--- src/rtl/jzjpcc_memory_pkg.sv ---
// jzjpcc MEM-stage shared types: rd source, funct3 width codes,
// MEM-stage FSM states and the MEM pipeline register bundle.
package jzjpcc_memory_pkg;

  typedef enum logic [1:0] {
    RD_SRC_ALU = 2'b00,
    RD_SRC_MEM = 2'b01
  } rd_source_t;

  localparam logic [2:0] F3_B  = 3'b000;
  localparam logic [2:0] F3_H  = 3'b001;
  localparam logic [2:0] F3_W  = 3'b010;
  localparam logic [2:0] F3_BU = 3'b100;
  localparam logic [2:0] F3_HU = 3'b101;

  typedef enum logic {
    IDLE   = 1'b0,
    ACCESS = 1'b1
  } mem_state_t;

  // rd_src is kept raw so reserved codes 1x survive (treated as ALU)
  typedef struct packed {
    logic        valid;
    logic [31:0] alu;
    logic [4:0]  rd_addr;
    logic [1:0]  rd_src;
    logic        rd_we;
    logic        mem_read;
    logic        mem_write;
    logic [2:0]  funct3;
    logic [31:0] wdata;
    logic [3:0]  mask;
  } mem_reg_t;

endpackage

--- src/rtl/jzjpcc_load_extract.sv ---
// Load data extraction: picks byte/half/word from the read word by
// funct3 and addr[1:0]; ports rdata, funct3, byte_off in, result out.
module jzjpcc_load_extract
  import jzjpcc_memory_pkg::*;
(
  input  logic [31:0] rdata,
  input  logic [2:0]  funct3,
  input  logic [1:0]  byte_off,
  output logic [31:0] result
);

  logic [7:0]  b;
  logic [15:0] h;

  always_comb begin
    b      = rdata[8*byte_off +: 8];
    h      = byte_off[1] ? rdata[31:16] : rdata[15:0];
    result = rdata;
    case (funct3)
      F3_B:    result = {{24{b[7]}}, b};
      F3_BU:   result = {24'h0, b};
      F3_H:    result = {{16{h[15]}}, h};
      F3_HU:   result = {16'h0, h};
      F3_W:    result = rdata;
      default: result = rdata;
    endcase
  end

endmodule

--- src/rtl/jzjpcc_memory_stage.sv ---
// jzjpcc MEM stage: registers execute outputs, runs the dmem req/ack
// handshake with timeout, extracts loads, forwards, drives WB register.
module jzjpcc_memory_stage
  import jzjpcc_memory_pkg::*;
#(
  parameter int unsigned MAX_WAIT = 255
) (
  input  logic        clock,
  input  logic        reset,
  input  logic        ex_valid,
  input  logic [31:0] ex_aluResult,
  input  logic [4:0]  ex_rdAddr,
  input  logic [1:0]  ex_rdSource,
  input  logic        ex_rdWriteEnable,
  input  logic        ex_memRead,
  input  logic        ex_memWrite,
  input  logic [2:0]  ex_funct3,
  input  logic [31:0] ex_memWriteData,
  input  logic [3:0]  ex_memByteMask,
  output logic        stall,
  output logic        dmem_req,
  output logic        dmem_we,
  output logic [29:0] dmem_addr,
  output logic [31:0] dmem_wdata,
  output logic [3:0]  dmem_byteMask,
  input  logic        dmem_ack,
  input  logic [31:0] dmem_rdata,
  output logic        fwd_valid,
  output logic [4:0]  fwd_rdAddr,
  output logic [31:0] fwd_rdData,
  output logic [4:0]  wb_rdAddr,
  output logic        wb_rdWriteEnable,
  output logic [31:0] wb_rdData,
  output logic        memFault
);

  localparam int unsigned CW =
    (MAX_WAIT > 0) ? $clog2(MAX_WAIT + 1) : 1;

  mem_reg_t    mem_q, mem_d;
  logic [CW-1:0] wait_q, wait_d;
  logic        fault_q, fault_d;
  logic        wb_we_q, wb_we_d;
  logic [4:0]  wb_addr_q, wb_addr_d;
  logic [31:0] wb_data_q, wb_data_d;

  mem_state_t  state;
  logic        mem_op, misal, bad_op;
  logic        timeout, to_fault;
  logic [31:0] load_data;

  jzjpcc_load_extract u_extract (
    .rdata    (dmem_rdata),
    .funct3   (mem_q.funct3),
    .byte_off (mem_q.alu[1:0]),
    .result   (load_data)
  );

  always_comb begin
    mem_op  = mem_q.valid & (mem_q.mem_read | mem_q.mem_write);
    // half codes end in 01, word and reserved codes have bit 1 set
    misal   = ((mem_q.funct3[1:0] == 2'b01) & mem_q.alu[0])
            | (mem_q.funct3[1] & (mem_q.alu[1:0] != 2'b00));
    bad_op  = mem_op & misal;
    state   = (mem_op & !misal) ? ACCESS : IDLE;
    timeout = (MAX_WAIT != 0) && (wait_q == CW'(MAX_WAIT));
    // an ack in the expiry cycle still completes the access
    to_fault = (state == ACCESS) & timeout & !dmem_ack;
    stall    = (state == ACCESS) & !dmem_ack & !timeout;
  end

  assign dmem_req      = (state == ACCESS) & !timeout;
  assign dmem_we       = dmem_req & mem_q.mem_write;
  assign dmem_addr     = mem_q.alu[31:2];
  assign dmem_wdata    = mem_q.wdata;
  assign dmem_byteMask = mem_q.mem_write ? mem_q.mask : 4'hF;

  assign fwd_valid  = mem_q.valid & mem_q.rd_we
                    & (mem_q.rd_src != RD_SRC_MEM)
                    & (mem_q.rd_addr != 5'd0);
  assign fwd_rdAddr = mem_q.rd_addr;
  assign fwd_rdData = mem_q.alu;

  always_comb begin
    mem_d = mem_q;
    if (!stall) begin
      mem_d.valid     = ex_valid;
      mem_d.alu       = ex_aluResult;
      mem_d.rd_addr   = ex_rdAddr;
      mem_d.rd_src    = ex_rdSource;
      mem_d.rd_we     = ex_rdWriteEnable;
      mem_d.mem_read  = ex_memRead;
      mem_d.mem_write = ex_memWrite;
      mem_d.funct3    = ex_funct3;
      mem_d.wdata     = ex_memWriteData;
      mem_d.mask      = ex_memByteMask;
    end

    wait_d = '0;
    if ((MAX_WAIT != 0) && (state == ACCESS)
        && !dmem_ack && !timeout)
      wait_d = wait_q + CW'(1);

    fault_d = fault_q | bad_op | to_fault;

    wb_we_d = mem_q.valid & mem_q.rd_we
            & (mem_q.rd_addr != 5'd0)
            & !stall & !mem_q.mem_write
            & !bad_op & !to_fault;
    wb_addr_d = mem_q.rd_addr;
    wb_data_d = (mem_q.rd_src == RD_SRC_MEM) ? load_data
                                             : mem_q.alu;
  end

  always_ff @(posedge clock) begin
    if (reset) begin
      mem_q.valid <= 1'b0;
      wait_q      <= '0;
      fault_q     <= 1'b0;
      wb_we_q     <= 1'b0;
    end else begin
      mem_q   <= mem_d;
      wait_q  <= wait_d;
      fault_q <= fault_d;
      wb_we_q <= wb_we_d;
    end
  end

  always_ff @(posedge clock) begin
    wb_addr_q <= wb_addr_d;
    wb_data_q <= wb_data_d;
  end

  assign wb_rdAddr        = wb_addr_q;
  assign wb_rdWriteEnable = wb_we_q;
  assign wb_rdData        = wb_data_q;
  assign memFault         = fault_q;

endmodule

--- config.mk ---
export PLATFORM = sky130hd
export DESIGN_NAME = jzjpcc_memory_stage
export DESIGN_NICKNAME = d
export VERILOG_FILES = /design/src/rtl/jzjpcc_memory_pkg.sv /design/src/rtl/jzjpcc_load_extract.sv /design/src/rtl/jzjpcc_memory_stage.sv
export SDC_FILE = /design/constraint.sdc
export NUM_CORES = 1
export LEC_CHECK = 0
export ABC_CLOCK_PERIOD_IN_PS = 13200
export BUFFER_PORTS_ARGS = -buffer_cell sky130_fd_sc_hd__buf_4
export CAP_MARGIN = 20
export CORE_MARGIN = 3
export CORE_UTILIZATION = 30
export DETAILED_ROUTE_END_ITERATION = 6
export GPL_ROUTABILITY_DRIVEN = 0
export GPL_TIMING_DRIVEN = 0
export PLACE_DENSITY = 0.62
export SYNTH_ARGS = -nofsm -noshare
export SYNTH_HDL_FRONTEND = slang
export SYNTH_SLANG_ARGS = --single-unit
--- constraint.sdc ---
create_clock -name clock -period 13.2 [get_ports clock]
set_input_delay 1.32 -clock clock [delete_from_list [all_inputs] [get_ports clock]]
set_output_delay 1.32 -clock clock [all_outputs]
set_load 0.03 [all_outputs]
==> results of run 1 <==
cells by family after synthesis:
kind of cell | Yosys count
xor+xnor | 6
flops | 129
compound gates | 81
simple gates | 100
fa+ha+maj | 1
buf+inv | 120
mux | 14
final cells by class:
| class | instances | area [um2] | area share |
|---|---|---|---|
| multi-input combinational | 202 | 1155 | 0.1399 |
| inverter | 3 | 11.26 | 0.001364 |
| clock buffer | 18 | 439.2 | 0.05320 |
| timing repair buffer | 265 | 2034 | 0.2464 |
| sequential | 129 | 3393 | 0.4110 |
| buffer | 117 | 823.3 | 0.09973 |
| tap | 225 | 281.5 | 0.03410 |
| clock inverter | 14 | 117.6 | 0.01425 |
power by group through the flow:
stage,Clock [W],Sequential (W),Combinational [W]
6_report,0.000443,0.000470,0.000209
5_1_grt,0.000472,0.000473,0.000223
4_1_cts,0.000455,0.000471,0.000212
3_5_place_dp,0,0.000479,0.000212
3_3_place_gp,0,0.000481,0.000206
2_1_floorplan,0,0.000499,0.0000968
metrics by stage:
step	power [W]	area, um2	utilization	cells	worst slack, ns
floorplan	0.0005958	5375	-	451	7.770
global placement	0.0006873	7624	0.4377	938	5.966
detailed placement	0.0006905	7699	0.4420	941	9.582
CTS	0.001137	8255	0.4740	973	9.580
global route	0.001168	8255	0.4740	973	9.422
finish	0.001122	8255	0.4740	973	9.603
synth_stat cells (all sizes together) (2+ instances only):
cell type,number
a21boi,2
a21o,3
a21oi,41
a22oi,6
a31oi,2
and2,6
buf,104
clkbuf,13
dfxtp,48
edfxtp,81
inv,3
mux2,6
mux2i,7
nand2,26
nand2b,10
nand3,5
nor2,34
nor2b,4
nor3,6
nor4,3
o21ai,22
xnor2,4
xor2,2
routing by layer:
layer | GRT usage | vias up | share of wire
met3 | 0.07182 | 13 | 0.10
met1 | 0.1899 | 1879 | 0.40
li1 | - | 2036 | -
met4 | 0.05201 | 0 | 0.015
met5 | 0 | - | 0
met2 | 0.2694 | 215 | 0.49
critical path: stages:
cell and delay (ns):
buf_4 0.12, nor4_1 0.56, buf_4 0.27
registers in the layout, indices dropped and copies added, names as in the netlist:
name / count
dmem_wdata: 32
wait_q: 8
wb_rdAddr: 5
fwd_rdData: 32
wb_rdData: 32
memFault: 1
wb_rdWriteEnable: 1
fwd_rdAddr: 5
mem_q: 13
final timing paths:
kind / end / slack (ns)
worst max register to register: fwd_rdData[4] / 10.83
worst min-delay path: wb_rdAddr[2] / 0.39
worst min register to register: wb_rdAddr[2] / 0.39
worst max-delay path: stall / 9.60
==> results.yml, run 1 <==
synthesis:
  ys_ff_latch: 129
  synthMuxAreaShare: 0.02980
  synth_edf_count: 81
  synthesis.nets: 569
  synth_cell_types: 38
  yosysTopAreaCell: "edfxtp_1"
  ys.flop_type: "edfxtp_1"
  synthAdderAreaFrac: 0.002328
  synth.area.top_cells: "edfxtp_1 (45%), dfxtp_1 (18%), buf_4 (14%), a21oi_1 (3.8%), nor2_1 (2.4%)"
  yosys.area_share.simple: 0.08752
  synth_top_cell_area_share: 0.4525
  synth_area_um2: 5375
  syn_avg_cell_area_um2: 11.92
  yosysWarningCount: 0
  synth_top_family_by_area: "buffers and inverters"
  synth-seq-area-share: 0.6313
  async_flop_share: 0
  synth_compound_area_frac: 0.08403
  synthCells: 451
  synth_xor_area_frac: 0.009777
pwr:
  vdd_drop_max_v: 0.00008968
  leakage_nw: 3.700
  swShare: 0.2839
  sequentialPowerShare: 0.419
  switching_power_w: 0.0003186
  pwr-share-clk: 0.395
  p_per_area_nw_per_um2: 135.9
  power_frac_comb: 0.187
  internal_power_w: 0.0008035
sta:
  setup-tns-final_ns: 0
  max_freq_mhz: 278.0
  whs_ns: 0.3913
  fin_crit_sh: 0.2725
  tightest_slew_ns: 0.6095
  hold_viol_final: 0
  setup_violations: 0
  slew_headroom: 0.5900
  period_minus_slack_ns: 3.597
  rsz0062_at_grt: "no"
  drv_slew: 0
  fin_skew_ns: 0.01527
floorplan:
  initial_core_util: 0.3086
  dieHeight_um: 139.9
  die-area_um2: 19560
  fp-row-count: 48
  core_area_um2: 17420
  die_w_um: 139.9
  num_io_pins: 263
detailed_routing:
  vias_per_cell: 4.258
  drc: 0
  ant_nets: 0
  dr.pass1.iters: 4
  drt_iter0_drc: 205
  routed-via-count: 4143
  wl_mm: 16.08
  wire_per_inst_um: 16.53
critical_path:
  critical_path_class: "input port to output pin"
  worstReg2RegStart: "mem_q[36]"
  cp-end-kind: "output pin"
  startpoint_type: "input port"
  rr_worst_depth: 7
  arrival_ns: 2.28
  crit_start: "dmem_ack"
  cp.required_ns: 11.88
  cp_max_fo: 4
cts:
  cts_setup_buffers: 0
  cts_tree: "built"
  cts.sinks: 129
  cts.htree.levels: 4
  worstSkewPairLatency_ns: 0.42
  cts-root-buf: "clkbuf_16"
  hold_buffers: 0
  clockBufferDepth: 2
  cts_buffers: 17
  cts_resized: 0
  path_clk_slew_ns: 0.06
placement:
  dp_hpwl_mm: 12.72
  port_buffers: 262
grt:
  grtUsageTotal: 0.1627
  first_global_vias: 4313
  grt_pass1_wl_mm: 24.18
  overflow: 0
  grt_start_max_net_pins: 35
  antenna_found_initial: 0
layout:
  fillers: 1686
  diodes: 0
  nNetsFinal: 853
  final_common_cell: "buf_4"
  area_delta_synth_final_pct: 53.58
  drive_gt1_frac: 0.5495
  mostFrequentLayoutCells: "buf_4 (361), edfxtp_1 (81), dfxtp_1 (48)"
min_path:
  min_from: "fwd_rdAddr[2]"
  min_path_type: "register to register"
  hold_path_depth: 0
run_status:
  status: "finished, final reports clean"
job:
  maxCapViolCount: 0
(Power assumes the default switching activity.)
==> run 2, diff against run 1 <==
--- a/config.mk
+++ b/config.mk
@@ -5,7 +5,7 @@
 export SDC_FILE = /design/constraint.sdc
 export NUM_CORES = 1
 export LEC_CHECK = 0
-export ABC_CLOCK_PERIOD_IN_PS = 13200
+export ABC_CLOCK_PERIOD_IN_PS = 3400
 export BUFFER_PORTS_ARGS = -buffer_cell sky130_fd_sc_hd__buf_4
 export CAP_MARGIN = 20
 export CORE_MARGIN = 3
==> constraint.sdc (replaced) <==
create_clock -name clock -period 3.4 [get_ports clock]
set_input_delay 0.34 -clock clock [delete_from_list [all_inputs] [get_ports clock]]
set_output_delay 0.34 -clock clock [all_outputs]
set_load 0.03 [all_outputs]
==> run 2 against run 1 <==
  * First-iteration DRC count shrank 5.4%
  * Final cell count is the same
  * Design area grew 0.58%
  * Via count shrank 0.24%
  * Clock power grew to 4.1 times the previous value
  * Critical path type is now register to register
  * Critical endpoint is now dmem_wdata[20]
  * Highest routed layer unchanged
==> results.yml, run 2 (synthesis gave the netlist of run 1 again) <==
run_status:
  status: "finished, final reports clean"
grt:
  overflow: 0
  grt_start_max_net_pins: 28
  antenna_found_initial: 0
  grtUsageTotal: 0.1598
  first_global_vias: 4271
  grt_pass1_wl_mm: 23.98
layout:
  seqCellArea_um2: 3393
  area_delta_synth_final_pct: 54.47
  drive_gt1_frac: 0.5508
  mostFrequentLayoutCells: "buf_4 (361), edfxtp_1 (81), dfxtp_1 (48)"
  diodes: 0
  fillers: 1661
  multi_input_area_um2: 1161
  final_common_cell: "buf_4"
  instances_no_fill: 973
  nNetsFinal: 853
cts:
  cts.htree.levels: 4
  cts_tree: "built"
  cts.sinks: 129
  hold_buffers: 0
  worstSkewPairLatency_ns: 0.41
  cts_setup_buffers: 0
  clockBufferDepth: 2
  cts_buffers: 17
  cts_resized: 0
  cts-root-buf: "clkbuf_16"
  path_clk_slew_ns: 0.07
pwr:
  power_w: 0.004448
  pwr-share-clk: 0.407
  internal_power_w: 0.003190
  switching_power_w: 0.001258
  p_per_area_nw_per_um2: 535.8
  sequentialPowerShare: 0.410
  leakage_nw: 3.722
  swShare: 0.2829
  power_frac_comb: 0.183
  vdd_drop_max_v: 0.0004923
critical_path:
  cp-end-kind: "register"
  startpoint_type: "register"
  cp.required_ns: 3.52
  cp_max_fo: 27
  ff2ff_setup_slack_ns: 0.87
  arrival_ns: 2.65
  critical_path_class: "register to register"
detailed_routing:
  drc: 0
  vias_per_cell: 4.248
  routed-via-count: 4133
  wl_mm: 15.74
  ant_nets: 0
  drt_iter0_drc: 194
  dr.pass1.iters: 5
  wire_per_inst_um: 16.17
min_path:
  min_path_type: "input port to register"
sta:
  period_minus_slack_ns: 2.534
  slew_headroom: 0.5486
  fin_skew_ns: 0.01098
  setup_violations: 0
  rsz0062_at_grt: "no"
  layout_setup_ws_ns: 0.8661
  tightest_slew_ns: 0.6755
  max_freq_mhz: 394.7
  drv_slew: 0
  fin_crit_sh: 0.7453
  setup-tns-final_ns: 0
  hold_viol_final: 0
floorplan:
  fp-row-count: 48
  initial_core_util: 0.3086
  core_area_um2: 17420
  die_w_um: 139.9
  die-area_um2: 19560
  num_io_pins: 263
  dieHeight_um: 139.9
placement:
  dp_hpwl_mm: 12.50
  place_inst: 941
  place_ws_ns: 0.8297
  port_buffers: 262
job:
  maxCapViolCount: 0
## run 2: worst max-delay path, cell delays in order (launching register included)
cell	delay [ns]
dfxtp_1	0.38
ha_1	0.24
nand2_1	0.11
nor3_1	0.34
nor4_2	0.13
nor2_4	0.57
buf_12	0.26
buf_16	0.19
## run 2: through the flow
| step | utilization | hold WS (ns) | cell area, um2 |
|---|---|---|---|
| final | 0.4767 | 0.09741 | 8303 |
| after global routing | 0.4767 | 0.06356 | 8303 |
| after global placement | 0.4385 | 0.3731 | 7637 |
| after detailed placement | 0.4428 | 0.3781 | 7712 |
| after CTS | 0.4767 | 0.07059 | 8303 |
| after floorplan | - | 0.3625 | 5389 |
## run 2: final timing paths
kind                       startpoint        endpoint  depth (start not counted)
hold / removal    ex_memWriteData[18]  dmem_wdata[18]                          1
setup / recovery            wait_q[0]  dmem_wdata[20]                          7
hold reg to reg         fwd_rdAddr[4]    wb_rdAddr[4]                          0
setup reg to reg            wait_q[0]  dmem_wdata[20]                          7
## run 2: layer usage
layer / routed length (um) / global-route usage / vias up
li1: - / - / 2034
met1: 6324 / 0.1876 / 1902
met2: 7864 / 0.2672 / 193
met3: 1443 / 0.06907 / 4
met4: 103 / 0.04589 / 0
met5: 0 / 0 / -
## run 2: power groups by stage
stage                     sequential (W)  combinational, W  clock [W]
after detailed placement         0.00186          0.000821          0
after global placement           0.00186          0.000803          0
after global routing             0.00183          0.000866    0.00193
after floorplan                  0.00193          0.000377          0
after CTS                        0.00183          0.000824    0.00186
final                            0.00182          0.000814    0.00181
## run 2: cell type report
| class | count | share of cell area |
|---|---|---|
| inverters | 3 | 0.001356 |
| plain buffers | 117 | 0.09916 |
| flip-flops and latches | 129 | 0.4087 |
| clock buffers | 17 | 0.05124 |
| well taps | 225 | 0.03391 |
| repair buffers | 265 | 0.2459 |
| multi-input cells | 202 | 0.1398 |
| clock inverters | 15 | 0.01989 |
==> run 3, diff against run 2 <==
--- a/config.mk
+++ b/config.mk
@@ -5,7 +5,7 @@
 export SDC_FILE = /design/constraint.sdc
 export NUM_CORES = 1
 export LEC_CHECK = 0
-export ABC_CLOCK_PERIOD_IN_PS = 3400
+export ABC_CLOCK_PERIOD_IN_PS = 2700
 export BUFFER_PORTS_ARGS = -buffer_cell sky130_fd_sc_hd__buf_4
 export CAP_MARGIN = 20
 export CORE_MARGIN = 3
==> constraint.sdc (replaced) <==
create_clock -name clock -period 2.7 [get_ports clock]
set_input_delay 0.27 -clock clock [delete_from_list [all_inputs] [get_ports clock]]
set_output_delay 0.27 -clock clock [all_outputs]
set_load 0.03 [all_outputs]
==> run 3 against run 2 <==
  * Routed wire length grew 3.7%
  * Non-clock buffer count grew 61
  * Count of clock-buffer cells in the layout is the same
  * Design area grew 7.4%
  * First-iteration DRC count shrank 38%
  * Sequential cell count is the same
  * Die area is the same
  * Critical path type is now register to output pin
  * Highest routed layer unchanged
==> results.yml, run 3 (synthesis gave the netlist of run 1 again) <==
run_status:
  status: "finished, final reports clean"
critical_path:
  cp_max_fo: 8
  cp.required_ns: 2.43
  crit_end: "dmem_we"
  startpoint_type: "register"
  crit_start: "mem_q[36]"
  worstReg2RegStart: "mem_q[37]"
  timing.rr.end: "fwd_rdData[31]"
  cp-end-kind: "output pin"
  rr_worst_depth: 7
  ff2ff_setup_slack_ns: 0.31
  critical_path_class: "register to output pin"
  arrival_ns: 2.16
sta:
  max_freq_mhz: 411.6
  hold_viol_final: 0
  fin_skew_ns: 0.01131
  rsz0062_at_grt: "no"
  setup_violations: 0
  slew_headroom: 0.5829
  setup-tns-final_ns: 0
  period_minus_slack_ns: 2.430
  whs_ns: 0.02519
  drv_slew: 0
  tightest_slew_ns: 0.6242
  fin_crit_sh: 0.8998
  layout_setup_ws_ns: 0.2705
grt:
  grtUsageTotal: 0.1617
  grt_start_max_net_pins: 24
  overflow: 0
  antenna_found_initial: 0
  first_global_vias: 4501
  grt_pass1_wl_mm: 24.39
pwr:
  swShare: 0.2895
  p_per_area_nw_per_um2: 631.7
  leakage_nw: 3.982
  pwr-share-clk: 0.397
  power_frac_comb: 0.195
  internal_power_w: 0.004004
  vdd_drop_max_v: 0.0004374
  switching_power_w: 0.001632
  sequentialPowerShare: 0.408
cts:
  hold_buffers: 37
  cts_resized: 0
  clockBufferDepth: 2
  path_clk_slew_ns: 0.06
  cts.sinks: 129
  cts_tree: "built"
  cts_buffers: 17
  cts-root-buf: "clkbuf_16"
  worstSkewPairLatency_ns: 0.42
  cts_setup_buffers: 0
  cts.htree.levels: 4
min_path:
  min_path_type: "input port to register"
layout:
  final_common_cell: "buf_4"
  area_delta_synth_final_pct: 65.97
  diodes: 0
  instances_no_fill: 1034
  mostFrequentLayoutCells: "buf_4 (361), edfxtp_1 (81), dlygate4sd3_1 (61)"
  fillers: 1570
  drive_gt1_frac: 0.5105
  nNetsFinal: 914
floorplan:
  die_w_um: 139.9
  initial_core_util: 0.3086
  fp-row-count: 48
  core_area_um2: 17420
  die-area_um2: 19560
  dieHeight_um: 139.9
  num_io_pins: 263
detailed_routing:
  routed-via-count: 4414
  wire_per_inst_um: 15.78
  ant_nets: 0
  drc: 0
  dr.pass1.iters: 5
  vias_per_cell: 4.269
  wl_mm: 16.32
  drt_iter0_drc: 120
placement:
  place_inst: 941
  place_ws_ns: 0.2775
  port_buffers: 262
  dp_hpwl_mm: 12.22
job:
  maxCapViolCount: 0
[run 3: changes by cell type in the layout (fill, tap and decap cells not counted), sizes merged]
cell and delta:
clkinvlp -1, inv +2, bufinv -1, dlygate4sd3 +61
[run 3: stage by stage]
stage	util	cell area [um2]	power, W
finish	0.5122	8921	0.005636
global route	0.5122	8921	0.005886
CTS	0.4984	8681	0.005686
detailed placement	0.4435	7725	0.003375
global placement	0.4388	7642	0.003351
floorplan	-	5394	0.002909
[run 3: final cells by class]
cell class | instances | area [um2] | share of cell area
plain buffers | 117 | 823.3 | 0.09229
repair buffers | 326 | 2660 | 0.2982
inverters | 3 | 11.26 | 0.001262
clock buffers | 17 | 425.4 | 0.04769
clock inverters | 15 | 160.2 | 0.01795
multi-input cells | 202 | 1166 | 0.1307
well taps | 225 | 281.5 | 0.03156
flip-flops and latches | 129 | 3393 | 0.3804
[run 3: worst min-delay path by stage]
stage                   startpoint               end  cells after the start
3_3_place_gp         fwd_rdAddr[4]      wb_rdAddr[4]                      0
2_1_floorplan                reset  wb_rdWriteEnable                      1
5_1_grt            ex_aluResult[7]     fwd_rdData[7]                      1
6_report       ex_memWriteData[23]    dmem_wdata[23]                      1
3_5_place_dp         fwd_rdAddr[4]      wb_rdAddr[4]                      0
4_1_cts        ex_memWriteData[24]    dmem_wdata[24]                      1
[run 3: layer usage]
metal | global-route usage | part of all wire | vias to the layer above
met5 | 0 | 0 | -
met4 | 0.04997 | 0.013 | 0
met3 | 0.06873 | 0.086 | 12
met2 | 0.2722 | 0.51 | 194
met1 | 0.1874 | 0.39 | 2046
li1 | - | - | 2162
[run 3: power groups by stage]
stage | clock (W) | combinational [W] | sequential, W
after floorplan | 0 | 0.000475 | 0.00243
after global placement | 0 | 0.00101 | 0.00234
after detailed placement | 0 | 0.00103 | 0.00234
after CTS | 0.00231 | 0.00108 | 0.00230
after global routing | 0.00240 | 0.00117 | 0.00231
final | 0.00224 | 0.00110 | 0.00230
[run 3: critical path, stage by stage, from the launching register on]
cell,delay [ns]
edfxtp_1,0.37
clkbuf_1,0.22
and2_1,0.22
or2_4,0.27
nor3_1,0.33
and2_1,0.19
buf_4,0.15
